$ cat src/rtl/uart_tx_engine.sv
// uart_tx_engine: parametrised UART transmitter (start, data LSB first, optional parity, 1/2 stop bits).
// Define UART_TX_BREAK_EN to add the break_req port and the BREAK state.
module uart_tx_engine #(
    parameter int DATA_WIDTH = 8,
    parameter int DIV_W      = 16
) (
    input  logic                  clk,
    input  logic                  rst,
    input  logic [DATA_WIDTH-1:0] data_in,
    input  logic                  data_valid,
    output logic                  ready,
    input  logic                  par_en,
    input  logic                  par_typ,
    input  logic                  stop2,
    input  logic [DIV_W-1:0]      baud_div,
`ifdef UART_TX_BREAK_EN
    input  logic                  break_req,
`endif
    output logic                  tx_out,
    output logic                  busy
);
    localparam int IW = 4;

    typedef enum logic [2:0] {
        IDLE,
        START,
        DATA,
        PARITY,
`ifdef UART_TX_BREAK_EN
        BRK,
`endif
        STOP
    } state_t;

    state_t                state, state_n;
    logic [DIV_W-1:0]      cnt, cnt_n, div_l;
    logic [IW-1:0]         idx, idx_n;
    logic [DATA_WIDTH-1:0] shreg;
    logic                  par_en_l, stop2_l, par_bit;
    logic                  wrap, accept, brk_go, line;

    assign wrap = cnt == div_l;
`ifdef UART_TX_BREAK_EN
    assign brk_go = state == IDLE && ready && break_req;
`else
    assign brk_go = 1'b0;
`endif
    assign accept = state == IDLE && ready && data_valid && !brk_go;

    always_comb begin
        state_n = state;
        idx_n   = idx;
        cnt_n   = (state == IDLE || wrap) ? '0 : cnt + 1'b1;
        line    = 1'b1;
        case (state)
            IDLE: begin
                if (accept) state_n = START;
`ifdef UART_TX_BREAK_EN
                if (brk_go) state_n = BRK;
`endif
            end
            START: begin
                line = 1'b0;
                if (wrap) state_n = DATA;
            end
            DATA: begin
                line = shreg[0];
                if (wrap) begin
                    idx_n = idx + 1'b1;
                    if (idx == IW'(DATA_WIDTH - 1)) begin
                        idx_n   = '0;
                        state_n = par_en_l ? PARITY : STOP;
                    end
                end
            end
            PARITY: begin
                line = par_bit;
                if (wrap) state_n = STOP;
            end
            STOP: begin
                if (wrap) begin
                    idx_n = idx + 1'b1;
                    if (idx == IW'(stop2_l)) begin
                        idx_n   = '0;
                        state_n = IDLE;
                    end
                end
            end
`ifdef UART_TX_BREAK_EN
            BRK: begin
                line = 1'b0;
                if (wrap) begin
                    idx_n = idx + 1'b1;
                    if (idx == IW'(DATA_WIDTH + 2)) begin
                        idx_n   = '0;
                        state_n = break_req ? BRK : IDLE;
                    end
                end
            end
`endif
            default: state_n = IDLE;
        endcase
    end

    // Line, busy and ready trail the state by one edge so nothing reaches tx_out combinationally.
    always_ff @(posedge clk or negedge rst) begin
        if (!rst) begin
            state    <= IDLE;
            cnt      <= '0;
            idx      <= '0;
            div_l    <= '0;
            shreg    <= '0;
            par_en_l <= 1'b0;
            stop2_l  <= 1'b0;
            par_bit  <= 1'b0;
            tx_out   <= 1'b1;
            busy     <= 1'b0;
            ready    <= 1'b1;
        end else begin
            state  <= state_n;
            cnt    <= cnt_n;
            idx    <= idx_n;
            tx_out <= line;
            busy   <= state != IDLE;
            ready  <= state == IDLE && !accept && !brk_go;
            if (accept || brk_go) div_l <= baud_div;
            if (accept) begin
                shreg    <= data_in;
                par_en_l <= par_en;
                stop2_l  <= stop2;
                par_bit  <= ^data_in ^ par_typ;
            end else if (state == DATA && wrap) begin
                shreg <= shreg >> 1;
            end
        end
    end
endmodule
$ cat config.mk
export PLATFORM = sky130hd
export DESIGN_NAME = uart_tx_engine
export DESIGN_NICKNAME = d
export VERILOG_FILES = /design/src/rtl/uart_tx_engine.sv
export SDC_FILE = /design/constraint.sdc
export NUM_CORES = 1
export LEC_CHECK = 0
export ABC_CLOCK_PERIOD_IN_PS = 2200
export BUFFER_PORTS_ARGS = -buffer_cell sky130_fd_sc_hd__buf_2
export CAP_MARGIN = 0
export CORE_MARGIN = 2
export CORE_UTILIZATION = 55
export CTS_BUF_LIST = sky130_fd_sc_hd__clkbuf_8
export DETAILED_ROUTE_END_ITERATION = 8
export PLACE_DENSITY_LB_ADDON = 0.3
export SKIP_CTS_REPAIR_TIMING = 1
export SYNTH_ARGS = -nofsm -noshare
export SYNTH_HDL_FRONTEND = slang
export SYNTH_SLANG_ARGS = --single-unit
$ cat constraint.sdc
create_clock -name clk -period 2.2 [get_ports clk]
set_clock_uncertainty 0.2 [all_clocks]
set_input_delay 0.44 -clock clk [delete_from_list [all_inputs] [get_ports clk]]
set_output_delay 0.44 -clock clk [all_outputs]
set_load 0.005 [all_outputs]
**After elaboration in Yosys (flattened, before gate mapping)**

Index checks and enable logic that the tools add are counted.
W data, S select, Z words.

- Register bits: 53
- Latch bits: 0
- Bits in writable memories: 0
- Bits in read-only memories: 0
- Input bits: 30
- Output and inout bits: 3
- Logic and storage cells: 59
- Memories: 0

- Add/subtract/negate cells: 2
- Multipliers: 0
- Divide/modulo/power cells: 0
- Order comparisons: 0
- Equality and inequality tests: 14
- Shifts and indexed selects: 0
- Multiplexer cells: 18
- Bitwise logic cells: 1
- Reduce and logical (&&, ||, !) cells: 13

Operators by type and width:

| cell | count |
|---|---|
| $mux W3 | 8 |
| $add A16 B1 Y16 const B | 1 |
| $eq A16 B16 Y1 | 1 |
| $mux W16 | 1 |
| $mux W4 | 4 |
| $mux W8 | 2 |
| $pmux W3 S5 | 1 |
| $ne A2 B2 Y1 const B | 7 |
| $pmux W4 S2 | 1 |
| $reduce_xor A8 Y1 | 1 |
| $reduce_and A7 Y1 | 1 |
| $eq A3 B2 Y1 const B | 2 |
| $add A4 B1 Y4 const B | 1 |
| $eq A4 B1 Y1 | 1 |
| $eq A4 B3 Y1 const B | 1 |
| $logic_and A1 B1 Y1 | 4 |
| $reduce_bool A2 Y1 | 2 |
| $eq A3 B1 Y1 const B | 1 |
| $eq A3 B3 Y1 const B | 1 |
| $logic_not A3 Y1 | 1 |
| $pmux W1 S3 | 1 |
| $reduce_and A3 Y1 | 1 |
| $reduce_bool A3 Y1 | 1 |
| $logic_not A1 Y1 | 1 |
| 2 further kinds | 2 |

**Longest topological paths before layout**

- Depth in word-level cells: 5
- Mapped depth: 8
- Mapped depth without buffers: 6

**Worst setup path before layout**

Ideal clock, no wire load.

- Path kind: flip-flop to flip-flop
- Start: register cnt[6]
- End: register shreg[1]
- Setup time: 0.126 ns
- Arrival: 1.624 ns
- Data required time: 1.874 ns
- Setup slack: 0.250 ns
- Cell stages (with the launch flop): 6
- Path buffers: 0
- Period minus slack after synthesis: 1.950 ns
- Path through: dfrtp_1 -> xor2_1 -> nor4_1 -> nand4_1 -> o21a_1 -> a221o_1

- Word-level cells in the longest chain between the ends: 3

Ends and longest elaborated chain:

| item | line | text |
|---|---|---|
| start: declaration | 36 | `logic [DIV_W-1:0] cnt, cnt_n, div_l;` |
| start signal: assignment | 121 | `cnt <= cnt_n;` |
| $eq A16 B16 Y1 | 42 | `assign wrap = cnt == div_l;` |
| $logic_and A1 B1 Y1 | 132 | `end else if (state == DATA && wrap) begin` |
| $reduce_bool A2 Y1 (no line) | - |  |
| end signal: assignment | 128 | `shreg <= data_in;` |
| end signal: assignment | 133 | `shreg <= shreg >> 1;` |
| end: declaration | 38 | `logic [DATA_WIDTH-1:0] shreg;` |

No other way between the ends.
A chain may end at the register's enable or synchronous reset.

**Worst setup path in the final report**

- Start: register cnt[9]
- End: register shreg[0]

Same word-level chain as after synthesis.

==> flow_summary.yaml <==
floorplan:
  rows: 24
  fp.dieH_um: 72.48
  initial_utilization_pct: 58.02
  die_x_um: 72.48
  io_pins: 33
  core-area_um2: 4444
  die-area_um2: 5253
drt:
  avgViaCountPerCell: 5.306
  drt_iter0_drc: 179
  drt-total-wl_um: 5185
  drtPass1Iterations: 4
  ant_nets: 0
  wire_per_inst_um: 14.17
  route.detailed.drc: 0
  via_count: 1942
setup_path:
  cp_slowest_stage_delay_ns: 0.44
  crit_family: "compound AO/OA/AOI/OAI gates"
  cp-end-kind: "register"
  worstSetupStartpointType: "register"
  crit_chain: "xor2_1, nor4_2, nand4_1, buf_6, o21a_4, a221o_1"
  crit_arrival_ns: 2.13
  crit_buf_inv: 1
  crit_type: "reg -> reg"
  crit_slowest_cell: "dfrtp_2"
  path_depth: 6
  crit_required_ns: 2.19
  cp_max_fo: 13
  worstRegToRegCells: 6
grt:
  antenna_found_initial: 0
  use_met3_pct: 5.417
  overflow: 0
  grt_pass1_vias: 1919
  use_met1_pct: 30.99
  busiest_layer: "met2"
  grt_pass1_wl_um: 8880
  grtUsageMet2_pct: 34.86
  grt_max_degree: 37
  grt_util_all_layers_pct: 21.84
logic_synthesis:
  synth.largest_area_cell: "dfrtp_1"
  syn_nets: 300
  synthTopCellsByArea: "dfrtp_1 49%, nand2_1 10%, xor2_1 7.8%"
  synth_cell_types: 39
  yosysTopAreaCellShare_pct: 49.49
  syn_avg_cell_area_um2: 9.622
  netlist_area_um2: 2579
  async_flop_share_pct: 100.0
  synth_cells: 268
  netlist_top_cells_count: "69 x nand2_1, 51 x dfrtp_1, 25 x nor2_1"
  ys_ff_latch: 53
  synth_warnings: 0
  synth_flop_cell: "dfrtp_1"
  synth_edf_count: 0
  seq_area_frac_synth_pct: 51.53
  yosysMostFrequentCell: "nand2_1"
sta:
  clock.fmax_mhz: 466.6
  fin_crit_ns: 2.143
  worstMarginPinSlew_ns: 0.5217
  setup_viol: 0
  rsz0062_at_grt: "yes"
  max-slew-margin-rel_pct: 64.95
  hold_viol_final: 0
  drv_slew: 0
  fin_crit_sh_pct: 97.42
place:
  dpl.hpwl_um: 3845
  dpl-instance-area_um2: 2855
  place.gp.congestion: 0.8083
  placed_cells: 354
  numPortBuffers: 32
clocking:
  path_clk_slew_ns: 0.09
  cts_sinks: 53
  cts_buffers: 5
  cts_buffer_depth: 2
  htreeDepth: 2
  clk_latency_ns: 0.30
  clock-root-buffer: "clkbuf_8"
  cts_tree: "done"
hold_path:
  min_path_type: "in -> reg"
  holdPathStages: 3
cells_and_area:
  multi_input_area_um2: 1200
  design_area_um2: 3018
  area_delta_synth_final_pct: 17.03
  stdcell_count: 366
  fillers: 356
  regArea_um2: 1330
  drive_gt1_share_pct: 20.70
  antenna_cells: 0
  nNetsFinal: 345
job:
  maxCapViolations: 0
pwr:
  ir_drop_uv: 556.3
  power_per_cell_area_nw_per_um2: 977.8
  leakagePower_nw: 1.523
run_status:
  outcome: "finished, final reports clean"
## metrics by stage
stage	setup slack (ns)	power, W	hold WS [ns]	util (%)	setup TNS [ns]
2_1_floorplan	0.2503	0.002062	-0.05559	-	0
3_5_place_dp	-0.09540	0.002358	0.2006	64.25	-0.4945
5_1_grt	-0.01979	0.003166	0.1216	67.91	-0.06154
4_1_cts	-0.09895	0.002940	-0.1231	66.53	-0.6044
3_3_place_gp	-0.02027	0.002316	0.2006	64.25	-0.1338
6_report	0.05673	0.002951	0.1252	67.91	0
## sequential cells by signal (all words and copies together) (netlist names)
signal and cells:
cnt 16, par_bit 1, state 3, idx 4, ready 1, tx_out 1
stop2_l 1, div_l 16, par_en_l 1, shreg 8, busy 1
## worst register-to-register path: cells and delay by family (launching register included)
family / cells / cell delay, ns
and+or+nand+nor: 2 / 0.49
AOI/OAI and AO/OA: 2 / 0.55
DFF: 1 / 0.44
buffers and inverters: 1 / 0.18
xor gates and xnor gates: 1 / 0.17
## layer usage
layer / vias up / routed length, um
met5: - / 0
met4: 0 / 27
met3: 2 / 208
met2: 37 / 2431
met1: 924 / 2517
li1: 979 / -
## cell type report
cell class | instances | area share [%]
sequential | 53 | 44.07
multi-input combinational | 199 | 39.76
timing repair buffer | 48 | 9.909
clock buffer | 7 | 3.192
tap | 52 | 2.156
inverter | 6 | 0.7463
clock inverter | 1 | 0.1658
## final timing paths
| check | endpoint | slack, ns | startpoint |
|---|---|---|---|
| min in group asynchronous | div_l[5] | 0.39 | rst |
| max in group asynchronous | tx_out | 0.83 | rst |
| max | shreg[0] | 0.06 | cnt[9] |
| min | div_l[1] | 0.13 | baud_div[1] |
| min reg2reg | div_l[6] | 0.31 | div_l[6] |
| max reg2reg | shreg[0] | 0.06 | cnt[9] |
## logic make-up after synthesis
kind of cell / count (synthesis) / share of synthesized area, %
AND/OR/NAND/NOR: 133 / 23.05
flip-flops: 53 / 51.53
XOR/XNOR: 39 / 13.25
AO/OA/AOI/OAI: 24 / 7.957
buffers and inverters: 16 / 2.863
adder cells (fa/ha/maj): 2 / 0.9702
multiplexers: 1 / 0.3882
## power by group
group / leakage [nW] / internal [W] / total, W / switching [W]
registers: 0.678 / 0.00130 / 0.00154 / 0.000244
clock network: 0.0542 / 0.000285 / 0.000589 / 0.000304
logic: 0.791 / 0.000399 / 0.000820 / 0.000421
total: 1.52 / 0.00198 / 0.00295 / 0.000969
## cells in the final DEF (no fill, tap or decap), types with 5 or more instances in the layout
cell type / synthesis / routed
xnor2_1: 16 / 16
nand2_1: 69 / 69
and3_1: 6 / 6
a221o_1: 7 / 7
xor2_1: 23 / 23
inv_1: 6 / 6
buf_2: 2 / 32
nor2_1: 25 / 25
o21ai_0: 5 / 5
nand3_1: 6 / 6
dfrtp_1: 51 / 50
clkbuf_8: 0 / 7
buf_4: 1 / 13
and2_1: 7 / 7
No activity file was read; power rests on OpenSTA's default activity.
